### config.mk
export PLATFORM = sky130hd
export DESIGN_NAME = point_stream_loader_flat
export DESIGN_NICKNAME = d
export VERILOG_FILES = /design/src/rtl/point_stream_loader_if.sv /design/src/rtl/point_stream_loader.sv /design/src/flat_wrapper.sv
export SDC_FILE = /design/constraint.sdc
export NUM_CORES = 1
export LEC_CHECK = 0
export CAP_MARGIN = 20
export CORE_MARGIN = 4
export CORE_UTILIZATION = 25
export CTS_CLUSTER_SIZE = 20
export DETAILED_ROUTE_END_ITERATION = 8
export DONT_BUFFER_PORTS = 1
export PLACE_DENSITY = 0.43
export SETUP_SLACK_MARGIN = 0.1
export SKIP_LAST_GASP = 1
export SYNTH_ARGS = -nofsm -noshare
export SYNTH_HDL_FRONTEND = slang
export SYNTH_SLANG_ARGS = --single-unit
export TNS_END_PERCENT = 10
### constraint.sdc
create_clock -name clk -period 5.2 [get_ports clk]
set_clock_uncertainty 0.05 [all_clocks]
set_input_delay 1.04 -clock clk [delete_from_list [all_inputs] [get_ports clk]]
set_output_delay 1.04 -clock clk [all_outputs]
set_load 0.005 [all_outputs]
### src/rtl/point_stream_loader_if.sv
// Byte-stream input and point-RAM write bundle for point_stream_loader.
// The master side supplies ASCII bytes; the slave side (the loader) drives the
// RAM write port and the status outputs.
interface point_stream_loader_if #(
  parameter int ADDR_W = 10
);
  logic              in_valid;
  logic [7:0]        in_data;
  logic              in_last;
  logic              in_ready;
  logic              wr_en;
  logic [ADDR_W-1:0] wr_addr;
  logic [63:0]       wr_data;
  logic [ADDR_W:0]   num_points;
  logic              done;
  logic              error;

  modport slave (
    input  in_valid, in_data, in_last,
    output in_ready, wr_en, wr_addr, wr_data, num_points, done, error
  );

  modport master (
    output in_valid, in_data, in_last,
    input  in_ready, wr_en, wr_addr, wr_data, num_points, done, error
  );
endinterface

### src/rtl/point_stream_loader.sv
// Parses an ASCII stream of "X,Y\n" lines into 64-bit {X,Y} words and writes
// them to consecutive point-RAM addresses starting at 0. Reports the number of
// committed points plus sticky done/error flags.
module point_stream_loader #(
  parameter int MAX_POINTS = 1024,
  parameter int ADDR_W     = 10
) (
  input logic                clk,
  input logic                rst,
  point_stream_loader_if.slave bus
);

  typedef enum logic [1:0] {S_X, S_Y, S_DONE, S_ERR} state_t;

  state_t            state;
  logic [31:0]       acc;
  logic [31:0]       x_val;
  logic              has_digit;
  logic              in_ready_q;
  logic              wr_en_q;
  logic [ADDR_W-1:0] wr_addr_q;
  logic [63:0]       wr_data_q;
  logic [ADDR_W:0]   num_points_q;
  logic              done_q;
  logic              error_q;

  logic              accept;
  logic              is_digit, is_comma, is_cr, is_lf;
  logic [35:0]       acc_mul;
  logic              acc_ovf;
  state_t            st_byte, st_next;
  logic [31:0]       acc_byte, x_byte, y_commit;
  logic              hd_byte, err_byte, commit_lf;
  logic              commit_last, err_last, commit, cap_full;

  assign accept = bus.in_valid && in_ready_q;

  // Byte decode, then the effect of the byte alone, then the in_last overlay.
  always_comb begin
    is_digit = (bus.in_data >= 8'h30) && (bus.in_data <= 8'h39);
    is_comma = (bus.in_data == 8'h2c);
    is_cr    = (bus.in_data == 8'h0d);
    is_lf    = (bus.in_data == 8'h0a);
    acc_mul  = {4'b0, acc} * 36'd10 + {32'b0, bus.in_data[3:0]};
    acc_ovf  = |acc_mul[35:32];

    st_byte   = state;
    acc_byte  = acc;
    x_byte    = x_val;
    hd_byte   = has_digit;
    err_byte  = 1'b0;
    commit_lf = 1'b0;

    case (state)
      S_X: begin
        if (is_digit) begin
          if (acc_ovf) begin
            err_byte = 1'b1;
          end else begin
            acc_byte = acc_mul[31:0];
            hd_byte  = 1'b1;
          end
        end else if (is_comma) begin
          if (has_digit) begin
            x_byte   = acc;
            acc_byte = '0;
            hd_byte  = 1'b0;
            st_byte  = S_Y;
          end else begin
            err_byte = 1'b1;
          end
        end else if (is_lf) begin
          // A newline with no X digits is a blank line and is skipped.
          err_byte = has_digit;
        end else if (!is_cr) begin
          err_byte = 1'b1;
        end
      end
      S_Y: begin
        if (is_digit) begin
          if (acc_ovf) begin
            err_byte = 1'b1;
          end else begin
            acc_byte = acc_mul[31:0];
            hd_byte  = 1'b1;
          end
        end else if (is_lf) begin
          if (has_digit) begin
            commit_lf = 1'b1;
            acc_byte  = '0;
            hd_byte   = 1'b0;
            st_byte   = S_X;
          end else begin
            err_byte = 1'b1;
          end
        end else if (!is_cr) begin
          err_byte = 1'b1;
        end
      end
      default: ;
    endcase

    // On a newline commit the accumulator is about to be cleared, so Y is the
    // pre-byte value; on an in_last commit it is the post-byte value.
    y_commit    = commit_lf ? acc : acc_byte;
    commit_last = bus.in_last && !err_byte && (st_byte == S_Y) && hd_byte;
    err_last    = bus.in_last && !err_byte &&
                  ((st_byte == S_Y) ? !hd_byte : hd_byte);
    commit      = commit_lf || commit_last;
    cap_full    = (num_points_q == (ADDR_W+1)'(MAX_POINTS));

    if (err_byte || err_last || (commit && cap_full))
      st_next = S_ERR;
    else if (bus.in_last)
      st_next = S_DONE;
    else
      st_next = st_byte;
  end

  // Parser state, accumulators and registered outputs.
  always_ff @(posedge clk) begin
    if (rst) begin
      state        <= S_X;
      acc          <= '0;
      x_val        <= '0;
      has_digit    <= 1'b0;
      in_ready_q   <= 1'b0;
      wr_en_q      <= 1'b0;
      wr_addr_q    <= '0;
      wr_data_q    <= '0;
      num_points_q <= '0;
      done_q       <= 1'b0;
      error_q      <= 1'b0;
    end else begin
      wr_en_q <= 1'b0;
      if (accept) begin
        state      <= st_next;
        acc        <= acc_byte;
        x_val      <= x_byte;
        has_digit  <= hd_byte;
        in_ready_q <= (st_next == S_X) || (st_next == S_Y);
        done_q     <= (st_next == S_DONE) || (st_next == S_ERR);
        error_q    <= (st_next == S_ERR);
        if (commit && !cap_full) begin
          wr_en_q      <= 1'b1;
          wr_addr_q    <= num_points_q[ADDR_W-1:0];
          wr_data_q    <= {x_byte, y_commit};
          num_points_q <= num_points_q + 1'b1;
        end
      end else begin
        in_ready_q <= (state == S_X) || (state == S_Y);
      end
    end
  end

  assign bus.in_ready   = in_ready_q;
  assign bus.wr_en      = wr_en_q;
  assign bus.wr_addr    = wr_addr_q;
  assign bus.wr_data    = wr_data_q;
  assign bus.num_points = num_points_q;
  assign bus.done       = done_q;
  assign bus.error      = error_q;

endmodule

### src/flat_wrapper.sv
// flat-port wrapper written by rule: the top's interface ports become plain ports
module point_stream_loader_flat 
#(
  parameter int MAX_POINTS = 1024,
  parameter int ADDR_W     = 10
)
  (clk, rst, bus_in_valid, bus_in_data, bus_in_last, bus_in_ready, bus_wr_en, bus_wr_addr, bus_wr_data, bus_num_points, bus_done, bus_error);
  point_stream_loader_if #(.ADDR_W(ADDR_W)) bus_i ();
  input logic clk;
  input logic rst;
  input wire logic [$bits(bus_i.in_valid)-1:0] bus_in_valid;
  input wire logic [$bits(bus_i.in_data)-1:0] bus_in_data;
  input wire logic [$bits(bus_i.in_last)-1:0] bus_in_last;
  output wire logic [$bits(bus_i.in_ready)-1:0] bus_in_ready;
  output wire logic [$bits(bus_i.wr_en)-1:0] bus_wr_en;
  output wire logic [$bits(bus_i.wr_addr)-1:0] bus_wr_addr;
  output wire logic [$bits(bus_i.wr_data)-1:0] bus_wr_data;
  output wire logic [$bits(bus_i.num_points)-1:0] bus_num_points;
  output wire logic [$bits(bus_i.done)-1:0] bus_done;
  output wire logic [$bits(bus_i.error)-1:0] bus_error;
  assign bus_i.in_valid = bus_in_valid;
  assign bus_i.in_data = bus_in_data;
  assign bus_i.in_last = bus_in_last;
  assign bus_in_ready = bus_i.in_ready;
  assign bus_wr_en = bus_i.wr_en;
  assign bus_wr_addr = bus_i.wr_addr;
  assign bus_wr_data = bus_i.wr_data;
  assign bus_num_points = bus_i.num_points;
  assign bus_done = bus_i.done;
  assign bus_error = bus_i.error;
  point_stream_loader #(.MAX_POINTS(MAX_POINTS), .ADDR_W(ADDR_W)) u_core (.clk(clk), .rst(rst), .bus(bus_i));
endmodule
==> results.toml <==
[route]
post_drt_wl_per_cell_um = 19.0
dr.pass1.iters = 5
wl_um = 31500
vias_per_cell = 5.08
antenna_left = 0
drtIter0Drc = 474
drc_errors = 0
vias = 8420

[status]
status = "finished, final reports clean"

[synth]
yosysTopAreaCell = "dfxtp_1"
syn_area_um2 = 9520
synth_nets = 1191
ys_types = 84
synthFlopType = "dfxtp_1"
ys_top_cells_by_area = "dfxtp_1 (33%), ha_1 (8.5%), nand2_1 (5.6%)"
synth-edff-count = 0
avgSynthCellArea_um2 = 8.56
yosys_warnings = 0
ys_ff_latch = 156
synthArstFlopShare_pct = 0
synth_cells = 1112
ys_seq_area_share_pct = 32.8
synth_top_area_share_pct = 32.8

[floorplanning]
coreArea_um2 = 37600
dieArea_um2 = 41300
dieWidth_um = 203
start_util_pct = 25.3
io_pins = 101
num_rows = 71
die_h_um = 203

[run]
drv_cap = 0

[grt]
grt_max_degree = 101
grt_pass1_wl_um = 48500
antenna_found_initial = 0
overflow = 0
grt_usage_pct = 14.6
first_global_vias = 8151

[pwr]
irDropWorstVdd_mv = 0.219
leakage_nw = 4.22
p_per_area_nw_per_um2 = 221

[setup_path]
slowest_delay_ps = 450
critPathCaptureType = "flip-flop"
required_ps = 5530
critPathLaunchType = "flip-flop"
arrival_ps = 5220
crit_chain = "ha_1 > ha_1 > a211oi_4 > o21bai_4 > clkbuf_2 > o2111a_1 > a211oi_4 > and4b_4 > nand4_4 > or3b_4 > or3_1 > and3_1 > o21ai_1 > buf_4 > buf_4 > nand2_1 > a21oi_4 > buf_12 > clkbuf_16 > a22o_1"
cp_max_fo = 9
cpMaxStageDelayCell = "or3b_4"
criticalPathCategory = "reg -> reg"
ff2ff_path_depth = 20

[cts]
max-clock-path-buffers = 2
cts_sinks = 156
insertion_delay_ps = 440
clk_pin_slew_ps = 60
cts_buffers = 17
tritoncts = "done"
cts-root-buf = "clkbuf_16"
cts_max_level = 4

[sta]
hold_viol_final = 0
rsz0062_at_grt = "yes"
setup_tns_ps = 0
setup_viol = 0
setup_ws_ps = 307
finalCritPeriodShare_pct = 94.1
fmax_mhz = 204
drv_slew = 0
worst_pin_slew_ps = 717
slew_headroom_pct = 52.1
min_period_ps = 4890

[hold_path]
min_path_cells = 2
holdCritPathClass = "reg -> reg"

[final_layout]
drive_gt1_share_pct = 14.9
multi_input_area_um2 = 6220
fin_nets = 1214
ff_latch_area_um2 = 3130
antenna_cells = 0
area.growth.synth_to_final_pct = 18.3
nFillCells = 4019

[placed_design]
port_buffers = 0
dp_hpwl_um = 22700
gp_congestion = 0.839
dp_slack_ps = 184
==> path summary, 6_finish.rpt <==
check | start | to | slack [ps]
setup / recovery | u_core.acc[2] | u_core.acc[25] | 310
hold / removal | u_core.x_val[29] | u_core.x_val[29] | 400
setup reg to reg | u_core.acc[2] | u_core.acc[25] | 310
hold reg to reg | u_core.x_val[29] | u_core.x_val[29] | 400
==> area by class of cell <==
cell class | count | area share, %
clock inverters | 10 | 0.822
repair buffers | 73 | 5.85
flip-flops and latches | 156 | 27.8
well taps | 511 | 5.68
inverters | 14 | 0.467
clock buffers | 22 | 4.12
multi-input cells | 873 | 55.2
==> report_power, final <==
part           internal (mW)  total [mW]  switching, mW  leakage (nW)
Combinational         0.0268      0.0765         0.0497          2.70
Sequential              1.20        1.20        0.00352          1.26
Clock                  0.683        1.21          0.525         0.262
Total                   1.91        2.49          0.578          4.22
==> per-stage QoR <==
stage | hold slack (ps) | area, um^2 | util (%) | cells | power (mW)
final | 395 | 11300 | 30.0 | 1659 | 2.49
after global routing | 410 | 11300 | 30.0 | 1659 | 2.57
after global placement | 381 | 10300 | 27.4 | 1606 | 1.29
after CTS | 395 | 10800 | 28.8 | 1638 | 2.51
after detailed placement | 386 | 10300 | 27.4 | 1606 | 1.29
after floorplan | 381 | 9520 | - | 1112 | 1.28
==> worst max-delay path, delay by kind of cell (launching register included) <==
family          cells  cell delay [ps]
buf+inv             5              830
simple gates        6             1560
flops               1              360
fa+ha+maj           2              690
compound gates      7             1350
==> cells in the mapped netlist (all sizes together), types with 5 or more instances <==
cell / instances
nand2: 143
a211oi: 45
or4: 7
a31oi: 11
dfxtp: 156
a22o: 15
or3: 7
nor3: 17
and2: 6
inv: 14
o31ai: 5
xor2: 22
nor4: 9
and4: 6
nor2: 92
o2bb2ai: 18
buf: 31
and3: 39
a21oi: 93
o211ai: 7
mux2i: 38
nand2b: 5
nand4: 16
nor2b: 16
ha: 65
xnor2: 29
a221o: 22
clkbuf: 38
nand3: 25
o21ai: 34
o21bai: 7
a21o: 11
==> state kept, by name (all words and copies together), names as in the netlist, 2 cells and up <==
name                   flops
u_core.state               2
u_core.bus.wr_data        64
u_core.acc                32
u_core.bus.num_points     11
u_core.x_val              32
u_core.bus.wr_addr        10
==> kinds of logic (layout without fill, tap and decap cells) <==
kind of cell / after synthesis / in the layout / share of synthesized area [%]
AOI/OAI and AO/OA: 305 / 305 / 23.2
buffers and inverters: 83 / 119 / 4.26
DFF: 156 / 156 / 32.8
muxes: 41 / 41 / 4.35
xor gates and xnor gates: 51 / 51 / 4.69
and+or+nand+nor: 409 / 409 / 21.8
adders and majority gates: 67 / 67 / 8.96
==> cells in the final DEF, fill, tap and decap left out, types with 7 or more instances in the layout <==
| master | instances |
|---|---|
| dfxtp_1 | 147 |
| nand2_1 | 143 |
| nor2_1 | 90 |
| a21oi_1 | 89 |
| buf_4 | 63 |
| ha_1 | 58 |
| a211oi_1 | 42 |
| and3_1 | 39 |
| mux2i_1 | 38 |
| o21ai_0 | 27 |
| xnor2_1 | 24 |
| nand3_1 | 22 |
| xor2_1 | 22 |
| a221o_1 | 22 |
| clkbuf_16 | 19 |
| o2bb2ai_1 | 17 |
| nand4_1 | 15 |
| nor2b_1 | 15 |
| a22o_1 | 15 |
| inv_1 | 14 |
| nor3_1 | 14 |
| a21o_1 | 11 |
| a31oi_1 | 10 |
| dfxtp_2 | 9 |
| o211ai_1 | 7 |
| or4_1 | 7 |
==> per-layer routing <==
layer / share of wire [%] / vias to the layer above / track usage [%] / wire length, um
met1: 47 / 4074 / 19.7 / 14900
met3: 3.4 / 21 / 2.32 / 1070
met4: 1.4 / 0 / 3.61 / 432
met2: 48 / 159 / 24.5 / 15100
met5: 0 / - / 0 / 0
li1: - / 4166 / - / -
==> what timing repair did <==
action,4_1_cts,5_1_grt
endpoints found under the setup margin,0,117
hold buffers,0,0
buffers inserted,0,18
resized for setup,0,46
Note: power is estimated with default switching activity, not from simulation.
